$ cat src/rtl/reset_sequencer.sv
// -----------------------------------------------------------------------------
// reset_sequencer
//
// Turns a watchdog trip request into a clean, stretched reset pulse for
// downstream logic. Each accepted event holds sys_rst high for HOLD_CYCLES
// clocks and then waits SETTLE_CYCLES quiet clocks before another event can
// be accepted. After MAX_RESETS events without a software clear the block
// parks in LOCKOUT with sys_rst held high until clear_lockout is seen.
//
// Parameters
//   HOLD_CYCLES    1..65535  clocks of sys_rst per event
//   SETTLE_CYCLES  1..65535  quiet clocks after release
//   MAX_RESETS     1..255    event count that forces lockout
//
// Ports
//   clk            in   clock, whole block is in this domain
//   rst            in   asynchronous active-high reset
//   enable         in   allows new events to be accepted while idle
//   force_reset    in   trip request, only its rising edge matters
//   clear_lockout  in   software acknowledge: clears count / leaves lockout
//   sys_rst        out  registered stretched reset to downstream logic
//   rst_done       out  one-cycle pulse when a sequence returns to idle
//   busy           out  high while asserting or settling
//   lockout        out  high while locked out
//   reset_count    out  accepted events since last clear, saturates at 255
// -----------------------------------------------------------------------------
module reset_sequencer #(
  parameter int unsigned HOLD_CYCLES   = 16,
  parameter int unsigned SETTLE_CYCLES = 8,
  parameter int unsigned MAX_RESETS    = 4
) (
  input  logic       clk,
  input  logic       rst,
  input  logic       enable,
  input  logic       force_reset,
  input  logic       clear_lockout,
  output logic       sys_rst,
  output logic       rst_done,
  output logic       busy,
  output logic       lockout,
  output logic [7:0] reset_count
);

  typedef enum logic [1:0] {
    ST_IDLE    = 2'd0,
    ST_ASSERT  = 2'd1,
    ST_SETTLE  = 2'd2,
    ST_LOCKOUT = 2'd3
  } state_t;

  // The timer counts down to zero inclusive, so a phase of N cycles loads N-1.
  localparam logic [15:0] HOLD_LOAD   = 16'(HOLD_CYCLES - 1);
  localparam logic [15:0] SETTLE_LOAD = 16'(SETTLE_CYCLES - 1);
  localparam logic [7:0]  MAX_COUNT   = 8'(MAX_RESETS);
  localparam logic [7:0]  COUNT_SAT   = 8'hFF;

  state_t      state_reg,    state_next;
  logic [15:0] timer_reg,    timer_next;
  logic [7:0]  count_reg,    count_next;
  logic        force_q_reg;
  logic        sys_rst_reg,  sys_rst_next;
  logic        rst_done_reg, rst_done_next;
  logic        busy_reg,     busy_next;
  logic        lockout_reg,  lockout_next;

  logic        trigger;
  logic [7:0]  count_base;

  // Edge detect on the trip request. force_q_reg keeps tracking in every
  // state, so a level that is still high when the block returns to idle does
  // not look like a fresh edge.
  assign trigger = force_reset & ~force_q_reg & enable & (state_reg == ST_IDLE);

  // A clear in idle takes effect before a coincident trigger is counted.
  assign count_base = clear_lockout ? 8'd0 : count_reg;

  always_comb begin
    state_next    = state_reg;
    timer_next    = timer_reg;
    count_next    = count_reg;
    rst_done_next = 1'b0;

    case (state_reg)
      ST_IDLE: begin
        count_next = count_base;
        if (trigger) begin
          state_next = ST_ASSERT;
          timer_next = HOLD_LOAD;
          count_next = (count_base == COUNT_SAT) ? COUNT_SAT : count_base + 8'd1;
        end
      end

      ST_ASSERT: begin
        if (timer_reg == 16'd0) begin
          state_next = ST_SETTLE;
          timer_next = SETTLE_LOAD;
        end else begin
          timer_next = timer_reg - 16'd1;
        end
      end

      ST_SETTLE: begin
        if (timer_reg == 16'd0) begin
          if (count_reg >= MAX_COUNT) begin
            state_next = ST_LOCKOUT;
          end else begin
            state_next    = ST_IDLE;
            rst_done_next = 1'b1;
          end
        end else begin
          timer_next = timer_reg - 16'd1;
        end
      end

      ST_LOCKOUT: begin
        // Leaving lockout still goes through a full settle window so the
        // downstream logic sees a clean release before the next event.
        if (clear_lockout) begin
          state_next = ST_SETTLE;
          timer_next = SETTLE_LOAD;
          count_next = 8'd0;
        end
      end

      default: begin
        state_next = ST_IDLE;
        timer_next = 16'd0;
      end
    endcase

    // Outputs are decoded from the next state and registered, so sys_rst
    // rises on the same edge that samples the trigger.
    sys_rst_next = (state_next == ST_ASSERT) || (state_next == ST_LOCKOUT);
    busy_next    = (state_next == ST_ASSERT) || (state_next == ST_SETTLE);
    lockout_next = (state_next == ST_LOCKOUT);
  end

  always_ff @(posedge clk or posedge rst) begin
    if (rst) begin
      state_reg    <= ST_IDLE;
      timer_reg    <= 16'd0;
      count_reg    <= 8'd0;
      // Starts high so a request held across reset release is not an edge.
      force_q_reg  <= 1'b1;
      sys_rst_reg  <= 1'b0;
      rst_done_reg <= 1'b0;
      busy_reg     <= 1'b0;
      lockout_reg  <= 1'b0;
    end else begin
      state_reg    <= state_next;
      timer_reg    <= timer_next;
      count_reg    <= count_next;
      force_q_reg  <= force_reset;
      sys_rst_reg  <= sys_rst_next;
      rst_done_reg <= rst_done_next;
      busy_reg     <= busy_next;
      lockout_reg  <= lockout_next;
    end
  end

  assign sys_rst     = sys_rst_reg;
  assign rst_done    = rst_done_reg;
  assign busy        = busy_reg;
  assign lockout     = lockout_reg;
  assign reset_count = count_reg;

endmodule

$ cat config.mk
export PLATFORM = sky130hd
export DESIGN_NAME = reset_sequencer
export DESIGN_NICKNAME = d
export VERILOG_FILES = /design/src/rtl/reset_sequencer.sv
export SDC_FILE = /design/constraint.sdc
export NUM_CORES = 1
export LEC_CHECK = 0
export CORE_MARGIN = 5
export CORE_UTILIZATION = 50
export DETAILED_ROUTE_END_ITERATION = 8
export PLACE_DENSITY_LB_ADDON = 0.1
export SLEW_MARGIN = 5
export SYNTH_ARGS = -nofsm -noshare
export SYNTH_HDL_FRONTEND = slang
export SYNTH_SLANG_ARGS = --single-unit
$ cat constraint.sdc
create_clock -name clk -period 3.68 [get_ports clk]
set_input_delay 0.368 -clock clk [delete_from_list [all_inputs] [get_ports clk]]
set_output_delay 0.368 -clock clk [all_outputs]
set_load 0.02 [all_outputs]
**Word-level counts from Yosys, hierarchy flattened**

Index checks and enable logic that the tools add are counted.

- Bits in registers: 31
- Bits of input ports: 5
- Output and inout bits: 12
- Logic and storage cells: 49

- $add $sub $neg: 2
- Order comparisons: 1
- Equality and inequality tests: 10
- Mux-type cells: 18
- Bitwise operators: 4
- Reductions and logical operators: 6

Operator list:

| kind | count |
|---|---|
| 16-bit 2-to-1 mux | 4 |
| 16-bit one-hot mux with 4 select lines | 1 |
| 8-bit 2-to-1 mux | 3 |
| 16-bit zero test | 1 |
| 8-bit one-hot mux with 2 select lines | 1 |
| 16-bit by 1-bit subtractor with 16-bit output (second input constant) | 1 |
| 2-bit 2-to-1 mux | 5 |
| 8-bit by 1-bit adder with 8-bit output (second input constant) | 1 |
| 2-bit == test (second input constant) | 4 |
| 8-bit == test (second input constant) | 1 |
| 8-bit by 3-bit greater-or-equal comparator with 1-bit output (second input constant) | 1 |
| 2-bit one-hot mux with 4 select lines | 1 |
| 2-bit inequality test (second input constant) | 3 |
| 2-bit by 1-bit == test with 1-bit output (second input constant) | 2 |
| 1-bit AND | 3 |
| 1-bit 2-to-1 mux | 3 |
| 3-bit AND reduction | 1 |
| 2-bit zero test | 1 |
| 1-bit logical OR | 2 |
| 2-bit nonzero test | 1 |
| 1-bit NOT | 1 |

**Depth between registers and ports, before layout**

- Depth in word-level cells: 8
- Depth in mapped cells: 10
- Gate-level depth less buffers: 9

**Worst setup path before layout**

No wires, ideal clock.

- Kind: register to register
- Start point: reg timer_reg[0]
- End point: reg sys_rst_reg, in the netlist sys_rst
- Setup time: 133 ps
- Arrival: 2109 ps
- Path slack: 1438 ps
- Cell stages (with the launch flop): 11
- Path buffers: 1
- Clock period less this slack: 2242 ps
- Path through: dfrtp_1 > inv_1 > ha_1 > nor4b_1 > and4_1 > clkbuf_1 > o32ai_1 > a31oi_1 > inv_1 > ha_1 > o21bai_1

- Cells in the longest elaborated chain, start to end: 5

RTL lines:

| item | RTL line | source |
|---|---|---|
| from (decl) | 58 | `logic [15:0] timer_reg, timer_next;` |
| from (signal assigned) | 151 | `timer_reg <= timer_next;` |
| 16-bit zero test (*) | 94, 103 |  |
| 2-bit 2-to-1 mux, on equally long branches | 103, 94 |  |
| 2-bit one-hot mux with 4 select lines (*) | 83 | `case (state_reg)` |
| named net state_next[0] | 57 | `state_t state_reg, state_next;` |
| 2-bit by 1-bit == test with 1-bit output or 2-bit == test (tied branches) | 133 | `sys_rst_next = (state_next == ST_ASSERT) \|\| (state_next == ST_LOCKOUT);` |
| 1-bit logical OR (*) | 133 |  |
| named net sys_rst_next | 61 | `logic sys_rst_reg, sys_rst_next;` |
| to (signal assigned) | 154 | `sys_rst_reg <= sys_rst_next;` |
| to (decl) | 61 |  |

Mark *: on every way through the listed nets, which the timed path passes. The rest lies on a longest branch.
A chain may end at the register's enable or synchronous reset.

**Worst setup path after layout**

Same ends and word-level chain as after synthesis.

==> flow_summary.yaml <==
timing:
  finalSetupTns_ps: 0
  hold_violations: 0
  clock.fmax_ghz: 0.4038
  setup_viol: 0
  skew_ps: 4.949
  worstMarginPinSlew_ps: 1089
  setup_ws_ps: 1204
  rsz0062_at_grt: "no"
  slew_headroom_pct: 26.96
  slew_viol_final: 0
  timing.hold.ws_ps: 526.6
  finalCriticalPeriod_ps: 2476
  post-route-period-util_pct: 67.29
detailed_routing:
  vias: 1557
  drc: 0
  avgViaCountPerCell: 5.943
  postRouteAntennaNets: 0
  initialDrtViolationCount: 72
  routedWlPerCell_um: 15.63
  first_pass_iters: 4
  wl_mm: 4.096
logic_synthesis:
  syn_avg_cell_area_sq_um: 9.640
  synth_compound_area_share_pct: 19.91
  ys_seq_elements: 31
  syn_inst: 193
  synthAdderAreaFrac_pct: 6.052
  yosys.area_share.simple_pct: 24.68
  syn_area_sq_um: 1861
  synth_flop_cell: "dfrtp_1"
  synth_top_family_by_area: "simple AND/OR/NAND/NOR gates"
  muxShareOfSynthArea_pct: 1.681
  yosysSeqAreaShare_pct: 41.76
  async_flop_share_pct: 100.0
  synth_edf_count: 0
  yosysWarnings: 0
  synthXorXnorAreaFrac_pct: 2.824
  synth_nets: 207
  ys_types: 54
die:
  initial_core_util_pct: 51.21
  die_height_um: 71
  rows: 22
  pin_count: 17
  die_w_um: 71
  die-area_sq_um: 5041
  coreArea_sq_um: 3633
setup_path:
  path_buf_inv: 2
  critPathRequiredTime_ps: 3830
  cp-end-kind: "flop"
  slowest_delay_ps: 430
  crit_slowest_cell: "nor4b_1"
  path_class: "reg2reg"
  cp_max_fo: 6
  crit_arrival_ps: 2630
  rrSetupSlack_ps: 1200
  path_cells: "inv_1, ha_1, nor4b_1, and4_1, o32ai_1, a31oi_1, inv_1, ha_1, o21bai_1"
  crit_family: "simple AND/OR/NAND/NOR gates"
  worstSetupStartpointType: "flop"
cts:
  cts_buffers: 5
  path_clk_slew_ps: 70
  worst_skew_pair.late_latency_ps: 290
  cts_tree: "built"
  clock_path_buffers: 2
  cts_resized: 0
  postCtsHoldBufs: 0
  h-tree-depth: 2
  post_cts_buffers: 0
  cts_root_buffer: "clkbuf_8"
  clock-sinks: 31
placement:
  pre_cts_slack_ps: 1030
  dp.cells: 254
  gp_congestion: 0.8480
  port_buffers: 16
  dp_hpwl_mm: 2.987
grt:
  grt_pass1_wl_mm: 7.307
  grtUsageTotal_pct: 18.12
  grt_pass1_vias: 1597
  grt_antenna_before_repair: 0
  grt_max_degree: 32
  overflow: 0
layout:
  largest_reg_flops: 16
  syn_to_final_growth_pct: 17.69
  n_antenna_cell: 0
  mostFrequentLayoutCells: "dfrtp_1, clkdlybuf4s50_1, a21oi_1"
  final_common_cell: "dfrtp_1"
  final_nets: 227
  final_cells: 262
  drive_gt1_share_pct: 10.75
power_and_ir_drop:
  irDropWorstVdd_v: 0.0003528
  power_density_nw_per_um2: 713.9
  p_total_uw: 1563
  power_leakage_uw: 0.0009785
run:
  cap_viol_max_count: 0
worst_hold_path:
  hp-class: "in2async"
outcome:
  outcome: "finished clean"
==> kinds of logic (layout without fill, tap and decap cells) <==
logic type | count (synthesis) | after routing
buf+inv | 15 | 36
simple gates | 77 | 77
mux | 3 | 3
fa+ha+maj | 9 | 9
compound gates | 52 | 52
flops | 31 | 31
xor+xnor | 6 | 6
==> synthesized netlist by cell type, types with 2 or more instances <==
cell	count	share of area, %
dfrtp_1	30	40
a21oi_1	15	4.0
nor2_1	14	2.8
inv_1	11	2.2
nand2_1	11	2.2
o21ai_0	10	2.7
ha_1	9	6.1
nor3_1	8	2.2
xor2_1	6	2.8
and3_1	5	1.7
nand3_1	5	1.3
nor2b_1	5	1.7
a31oi_1	4	1.3
o31ai_1	4	1.6
or3_1	4	1.3
or4_1	4	1.6
clkbuf_1	3	0.61
a21boi_0	2	0.81
a41o_1	2	1.1
mux2i_1	2	1.1
nand3b_1	2	0.81
nand4_1	2	0.67
nor4_1	2	0.67
nor4b_1	2	0.94
o22a_1	2	0.94
==> final timing paths <==
check	startpoint	end	depth (start not counted)
max	timer_reg[0]$_DFFE_PP0P_	sys_rst$_DFF_PP0_	9
min	rst	reset_count[1]$_DFFE_PP0P_	2
max reg2reg	timer_reg[0]$_DFFE_PP0P_	sys_rst$_DFF_PP0_	9
min reg2reg	timer_reg[7]$_DFFE_PP0P_	timer_reg[7]$_DFFE_PP0P_	2
max in group asynchronous	rst	force_q_reg$_DFF_PP1_	3
min in group clk	force_reset	force_q_reg$_DFF_PP1_	1
==> layout make-up <==
class                           instances  area (sq um)
Sequential cell                        31         777.0
Tap cell                               48         60.06
Multi-Input combinational cell        147          1026
Clock buffer                            6         82.58
Inverter                               11         41.29
Clock inverter                          2         35.03
Fill cell                             345          1444
Timing Repair Buffer                   17         167.7
==> metrics by stage <==
| stage | utilization [%] | instance area [sq um] |
|---|---|---|
| floorplan | - | 1861 |
| global placement | 57.02 | 2072 |
| detailed placement | 57.02 | 2072 |
| CTS | 60.26 | 2190 |
| global route | 60.26 | 2190 |
| finish | 60.26 | 2190 |
==> worst register-to-register path, stage by stage (launching register included) <==
cell      delay [ps]
dfrtp_1          390
inv_1            130
ha_1             160
nor4b_1          430
and4_1           400
o32ai_1          130
a31oi_1          260
inv_1            100
ha_1             200
o21bai_1         150
==> power by group <==
group / internal, uW / switching [uW] / leakage [uW]
logic: 288 / 430 / 0.000506
clock network: 219 / 129 / 0.0000612
registers: 420 / 77.4 / 0.000411
==> layer usage <==
metal / wire (um) / track usage [%] / share of wire, % / up-vias
met4: 73 / 7.516 / 1.8 / 0
met1: 1861 / 22.70 / 45 / 762
met5: 0 / 0 / 0 / -
met3: 133 / 4.403 / 3.2 / 7
li1: - / - / - / 757
met2: 2027 / 29.87 / 49 / 31
Power figures use the tool's default switching activity.
